<file path="config.mk">
export PLATFORM = sky130hd
export DESIGN_NAME = alu_seq_ctrl
export DESIGN_NICKNAME = d
export VERILOG_FILES = /design/src/rtl/alu_seq_ctrl.sv
export SDC_FILE = /design/constraint.sdc
export NUM_CORES = 1
export LEC_CHECK = 0
export ABC_AREA = 0
export ABC_CLOCK_PERIOD_IN_PS = 2800
export CORE_MARGIN = 4
export CORE_UTILIZATION = 50
export DETAILED_ROUTE_END_ITERATION = 10
export PLACE_DENSITY = 0.88
export SYNTH_ARGS = -nofsm -noshare
export SYNTH_HDL_FRONTEND = slang
export SYNTH_SLANG_ARGS = --single-unit
</file>
<file path="constraint.sdc">
create_clock -name clk -period 2.8 [get_ports clk]
set_input_delay 0.56 -clock clk [delete_from_list [all_inputs] [get_ports clk]]
set_output_delay 0.56 -clock clk [all_outputs]
set_load 0.01 [all_outputs]
</file>
<file path="src/rtl/alu_seq_ctrl.sv">
// Iterative multu/divu sequencer that borrows the shared 32-bit ALU while the
// datapath leaves it idle; results appear on hi/lo with a one-cycle done pulse.
module alu_seq_ctrl (
    input  logic        clk,
    input  logic        reset,
    input  logic        start,
    input  logic        op,
    input  logic [31:0] src_a,
    input  logic [31:0] src_b,
    output logic        busy,
    output logic        done,
    output logic [31:0] hi,
    output logic [31:0] lo,
    output logic [31:0] alu_a,
    output logic [31:0] alu_b,
    output logic [3:0]  alu_control,
    input  logic [31:0] alu_result
);
    localparam logic [3:0] ALU_ADD  = 4'b0010;
    localparam logic [3:0] ALU_SUB  = 4'b0110;
    localparam logic [3:0] ALU_SLTU = 4'b0111;

    typedef enum logic [2:0] {
        S_IDLE,
        S_MUL,
        S_DIV_CMP,
        S_DIV_SUB,
        S_DONE
    } state_t;

    state_t      r_state;
    state_t      w_state_next;
    logic [31:0] r_hi;
    logic [31:0] r_lo;
    logic [31:0] r_opnd;
    logic [31:0] r_shifted;
    logic        r_rem_msb;
    logic        r_cmp_ge;
    logic [5:0]  r_cnt;

    logic        w_accept;
    logic        w_carry;
    logic        w_take;
    logic [31:0] w_shifted;

    assign w_accept  = start && (r_state == S_IDLE || r_state == S_DONE);
    assign w_carry   = (alu_result < r_hi);
    assign w_shifted = {r_hi[30:0], r_lo[31]};
    // A set remainder MSB means the shifted remainder is >= 2^32, always above the divisor.
    assign w_take    = r_rem_msb | r_cmp_ge;

    assign hi   = r_hi;
    assign lo   = r_lo;
    assign busy = (r_state == S_MUL) || (r_state == S_DIV_CMP) || (r_state == S_DIV_SUB);
    assign done = (r_state == S_DONE);

    always_ff @(posedge clk) begin
        if (reset) begin
            r_state <= S_IDLE;
        end else begin
            r_state <= w_state_next;
        end
    end

    always_comb begin
        w_state_next = r_state;
        alu_a        = 32'd0;
        alu_b        = 32'd0;
        alu_control  = ALU_ADD;
        case (r_state)
            S_IDLE, S_DONE: begin
                if (w_accept) begin
                    if (!op) begin
                        w_state_next = S_MUL;
                    end else if (src_b == 32'd0) begin
                        w_state_next = S_DONE;
                    end else begin
                        w_state_next = S_DIV_CMP;
                    end
                end else begin
                    w_state_next = S_IDLE;
                end
            end
            S_MUL: begin
                alu_a = r_hi;
                alu_b = r_lo[0] ? r_opnd : 32'd0;
                if (r_cnt == 6'd31) begin
                    w_state_next = S_DONE;
                end
            end
            S_DIV_CMP: begin
                alu_a        = w_shifted;
                alu_b        = r_opnd;
                alu_control  = ALU_SLTU;
                w_state_next = S_DIV_SUB;
            end
            S_DIV_SUB: begin
                alu_a        = r_shifted;
                alu_b        = r_opnd;
                alu_control  = ALU_SUB;
                w_state_next = (r_cnt == 6'd31) ? S_DONE : S_DIV_CMP;
            end
            default: begin
                w_state_next = S_IDLE;
            end
        endcase
    end

    always_ff @(posedge clk) begin
        if (reset) begin
            r_hi      <= 32'd0;
            r_lo      <= 32'd0;
            r_opnd    <= 32'd0;
            r_shifted <= 32'd0;
            r_rem_msb <= 1'b0;
            r_cmp_ge  <= 1'b0;
            r_cnt     <= 6'd0;
        end else begin
            case (r_state)
                S_IDLE, S_DONE: begin
                    if (w_accept) begin
                        r_cnt <= 6'd0;
                        if (!op) begin
                            r_hi   <= 32'd0;
                            r_lo   <= src_b;
                            r_opnd <= src_a;
                        end else if (src_b != 32'd0) begin
                            r_hi   <= 32'd0;
                            r_lo   <= src_a;
                            r_opnd <= src_b;
                        end else begin
                            r_hi <= src_a;
                            r_lo <= 32'hFFFF_FFFF;
                        end
                    end
                end
                S_MUL: begin
                    {r_hi, r_lo} <= {w_carry, alu_result, r_lo[31:1]};
                    r_cnt        <= r_cnt + 6'd1;
                end
                S_DIV_CMP: begin
                    r_shifted <= w_shifted;
                    r_rem_msb <= r_hi[31];
                    r_cmp_ge  <= (alu_result == 32'd0);
                end
                S_DIV_SUB: begin
                    r_hi  <= w_take ? alu_result : r_shifted;
                    r_lo  <= {r_lo[30:0], w_take};
                    r_cnt <= r_cnt + 6'd1;
                end
                default: begin
                    r_cnt <= 6'd0;
                end
            endcase
        end
    end
endmodule

</file>
Word level (Yosys, flattened, before mapping)
Cells that the tools add are included.
{ "word_totals": {"in_bits": 100, "wordCells": 58, "reg_bits": 139} }
{ "classes": {"n_eq_ne": 8, "bitwise_logic": 2, "n_mux": 23, "order_cmp": 1, "n_reduce_logical": 15, "addsub": 1} }
{ "op_table": {"columns": ["cell", "count"], "rows": [
  ["$mux 32", 10],
  ["$pmux 32 s3", 3],
  ["$logic_not 32->1", 2],
  ["$pmux 32 s2", 1],
  ["$lt 32x32->1", 1],
  ["$reduce_bool 32->1", 1],
  ["$pmux 6 s3", 1],
  ["$mux 3", 5],
  ["$pmux 3 s4", 1],
  ["$add 6x1->6 const B", 1],
  ["$eq 3x2->1 const B", 2],
  ["$eq 6x5->1 const B", 1],
  ["$mux 6", 1],
  ["$pmux 3 s2", 1],
  ["$reduce_or 2->1", 3],
  ["$ne 2x1->1 const B", 2],
  ["$reduce_and 2->1", 2],
  ["$eq 3x1->1 const B", 1],
  ["$eq 3x3->1 const B", 1],
  ["$logic_not 3->1", 1],
  ["$logic_or 1x1->1", 3],
  ["$reduce_and 3->1", 1],
  ["$reduce_bool 3->1", 1],
  ["$ne 2x2->1 const B", 1],
  ["other kinds (3)", 3]
]} }

Logic depth before layout (Yosys ltp)
{ "depth": {"ltp_word": 5, "ltp_mapped": 8} }

Worst setup path before layout
Ideal clock, no wire load.
{ "synth_path": {"kind": "flip-flop to output port", "from": "register r_state[1]", "to": "output alu_a[3]", "path_buffers": 4, "stages_incl_launch_ff": 7, "slack_ps": 609, "t_arrival_ps": 1631, "cell_sequence": "dfxtp_1 > clkbuf_1 > buf_2 > clkbuf_1 > buf_1 > a22oi_1 > nor2_1"} }
{ "synth_via": {"elab_chain_len": 2, "elab_cells_between_ends": 4, "classes_between": "eq/ne: 3; mux: 1"} }
{ "synth_lines": {"columns": ["element", "line", "source"], "rows": [
  ["from (decl)", "31", "state_t r_state;"],
  ["from (signal assigned)", "61", "r_state <= w_state_next;"],
  ["$eq 3x2->1 or $eq 3x1->1 (tied branches)", "70", "case (r_state)"],
  ["$pmux 32 s3 (*)", "70", null],
  ["to (decl)", "14", "output logic [31:0] alu_a,"]
]} }
Mark *: on every way between the ends. The rest lies on a longest branch, timed or not.

Worst setup path in the final report
{ "layout_path": {"from": "register r_state[1]", "to": "output alu_b[28]"} }
{ "layout_via": {"elab_chain_len": 3, "elab_cells_between_ends": 5, "classes_between": "eq/ne: 3; mux: 1; reduce/logical: 1"} }
{ "layout_lines": {"columns": ["element", "line", "source"], "rows": [
  ["$eq 3x2->1", "70", null],
  ["$reduce_or 2->1 (no source line)", null, null],
  ["$pmux 32 s2 (*)", "70", null],
  ["to (decl)", "15", "output logic [31:0] alu_b,"]
]} }
Marked as above.

==> impl_metrics.yaml <==
status:
  status: "finished clean"
power:
  p_leak_nw: 4.74
  ir_worst_vdd_mv: 0.469
  powerDensity_nw_per_um2: 606
  total_power_mw: 7.42
synthesis:
  ys_top_cells_by_area: "dfxtp_1 (31%), a211oi_1 (7.4%), nor2_1 (7.3%)"
  ys_ff_latch: 139
  synth_fp_nets: 1296
  avgSynthCellArea_um2: 7.63
  ys_types: 48
  synth.top_cell.area_share: 0.313
  synth_edf_count: 0
  yosysSeqAreaShare: 0.313
  synthCells: 1164
  synthArstFlopShare: 0
  synthesis.area_um2: 8880
  yosysWarnings: 0
  yosysTopAreaCell: "dfxtp_1"
  synth_flop_cell: "dfxtp_1"
layout:
  utilization: 0.705
  drive_gt1_frac: 0.103
  num_antenna_cells: 0
  layout.cells.non_filler: 1599
  nets: 1495
  syn_to_final_growth_pct: 37.8
floorplan:
  initial_core_util: 0.512
  pin_count: 234
  die_y_um: 141
  rows: 48
  core-area_um2: 17400
  die_area_um2: 20000
  die_w_um: 141
clocking:
  cts_tree: "built"
  clock_path_buffers: 2
  cts_buffers: 17
  cts_sinks: 139
  htreeDepth: 4
  cts_root_buf: "clkbuf_16"
  insertion_delay_ns: 0.43
  cts.hold.buffers_added: 0
  cts.clk_slew.worst_paths_ns: 0.06
hold_path:
  min_path_type: "flop to flop"
  hold_start: "r_shifted[31]"
timing:
  report.final.slew_viol_count: 0
  finClkSkew_ns: 0.00955
  tightest_slew_ns: 0.618
  finalCriticalPeriod_ns: 2.75
  max_freq_mhz: 364
  relSlewSlack: 0.588
  hold_viol_final: 0
  tns_ns: 0
  setup_viol: 0
  period_share: 0.980
setup_path:
  critPathCaptureType: "primary output"
  critPathMaxStageDelay_ns: 0.55
  critical-path-top-delay-family: "buffers and inverters"
  crit_fanout: 32
  crit_path_cell_trace: "a21oi_1, nor2_1, buf_6, and2_1, clkdlybuf4s50_1"
  arrival_ns: 2.19
  crit_required_ns: 2.24
  path_class: "flop to primary output"
  start_kind: "flop"
  setup.worst_path.start: "r_state[1]"
  slowest_stage: "clkdlybuf4s50_1"
  critPathBufInv: 2
  r2r-start: "r_state[0]"
global_routing:
  track_usage: 0.308
  antenna_found_initial: 0
  grt_pass1_wl_um: 50300
  grt_overflow: 0
  grt_pass1_vias: 9557
  grt_max_degree: 66
drt:
  wl_per_cell_um: 19.9
  postRouteAntennaNets: 0
  vias: 10000
  vias_per_cell: 6.26
  drt-initial-drc-count: 934
  drt_pass1_iterations: 5
  routed_wl_um: 31800
  drc_errors: 0
job:
  cap_viol_max_count: 0
placed_design:
  hpwl_um: 21900
  port_buffers: 231
  gp_congestion: 0.934
  dp_cells: 1568
-- stage by stage --
| step | setup WS (ns) | cell area [um2] | hold WS, ns |
|---|---|---|---|
| after global routing | -0.000258 | 12200 | 0.495 |
| final | 0.0548 | 12200 | 0.471 |
| after detailed placement | -0.158 | 11600 | 0.465 |
| after global placement | -0.122 | 11600 | 0.456 |
| after CTS | 0.0334 | 12200 | 0.473 |
| after floorplan | 0.609 | 8880 | 0.436 |
-- report_power, final --
group	switching [mW]	internal, mW	leakage (nW)	total [mW]
clock network	0.895	1.53	0.300	2.43
logic	1.36	1.16	3.30	2.53
registers	0.243	2.22	1.14	2.47
-- layout make-up --
cell class              count  area (um2)
flip-flops and latches    139        2790
inverters                  34         128
multi-input cells         884        5580
clock inverters            11         168
repair buffers            287        2840
fillers                  1331        5120
clock buffers              19         454
well taps                 225         282
-- repair_timing --
item | in CTS | in global routing
pin swaps | 0 | 0
endpoints found under the setup margin | 24 | 23
gates resized for setup | 1 | 5
setup buffers | 1 | 0
-- worst paths after layout --
kind / endpoint / slack [ns] / cells after the start
setup / recovery: alu_b[28] / 0.05 / 5
hold / removal: r_shifted[31] / 0.47 / 2
setup reg to reg: lo[6] / 0.42 / 7
hold reg to reg: r_shifted[31] / 0.47 / 2
-- routing by layer --
metal  GRT usage  wire, um  up-vias
met1       0.398     12700     4675
met2       0.486     14400      600
li1            -         -     4617
met4       0.177      1840        0
met5           0         0        -
met3      0.0543      2900      115
-- flip-flops by register name, indices dropped and copies added, names as in the netlist --
| register | flops |
|---|---|
| r_rem_msb | 1 |
| lo | 32 |
| r_shifted | 32 |
| r_state | 3 |
| r_opnd | 32 |
| r_cnt | 6 |
| r_cmp_ge | 1 |
| hi | 32 |
-- cells in the mapped netlist (4+ instances only) --
| library cell | number |
|---|---|
| nand3_1 | 5 |
| a211oi_2 | 10 |
| mux2i_1 | 64 |
| nand2_1 | 135 |
| ha_1 | 32 |
| dfxtp_1 | 139 |
| buf_4 | 4 |
| a211oi_1 | 88 |
| inv_1 | 33 |
| nor2_1 | 173 |
| buf_2 | 16 |
| a22oi_1 | 8 |
| a21oi_1 | 105 |
| mux2_2 | 33 |
| and2_1 | 33 |
| buf_1 | 10 |
| a221oi_1 | 32 |
| nand4_1 | 13 |
| o221ai_1 | 32 |
| clkbuf_1 | 76 |
| o21ai_0 | 68 |
| nor4_1 | 17 |
-- tightest hold or removal path: cells and delay by family, from the launching register on --
family / cells / cell delay, ns
simple gates: 1 / 0.05
flops: 1 / 0.32
compound gates: 1 / 0.05
-- kinds of logic after synthesis --
kind of cell | count (synthesis) | synth area share
adders and majority gates | 32 | 0.0451
buffers and inverters | 141 | 0.0637
DFF | 139 | 0.313
and+or+nand+nor | 388 | 0.188
AOI/OAI and AO/OA | 362 | 0.272
other | 2 | 0.000845
xor gates and xnor gates | 3 | 0.00296
muxes | 97 | 0.114
-- layout by cell type (no fill, tap or decap), types with 2 or more instances in the layout --
master           netlist  routed
a21oi_4                0       2
clkinvlp_4             0       2
xor2_1                 3       3
nor2b_2                0       2
nand2_1              135     135
nor2_1               173     172
ha_1                  32      32
clkbuf_16              0      18
buf_12                 0       8
inv_1                 33      33
clkinv_2               0       3
and2_1                33      33
o221ai_1              32      32
o21ai_0               68      68
mux2i_1               64      64
a22oi_1                8       8
dfxtp_1              139     137
clkdlybuf4s50_1        0     229
mux2_2                33      33
o211ai_1               3       3
bufinv_16              0       4
nand4_1               13      13
buf_4                  4      44
or3_1                  2       2
a221oi_1              32      32
nand3_1                5       5
a211oi_2              10      10
a31oi_1                2       2
nor4_1                17      16
a21oi_1              105     105
conb_1                 2       2
a211oi_1              88      88
o21bai_1               2       2
buf_6                  0       5
Note: power is estimated with default switching activity, not from simulation.
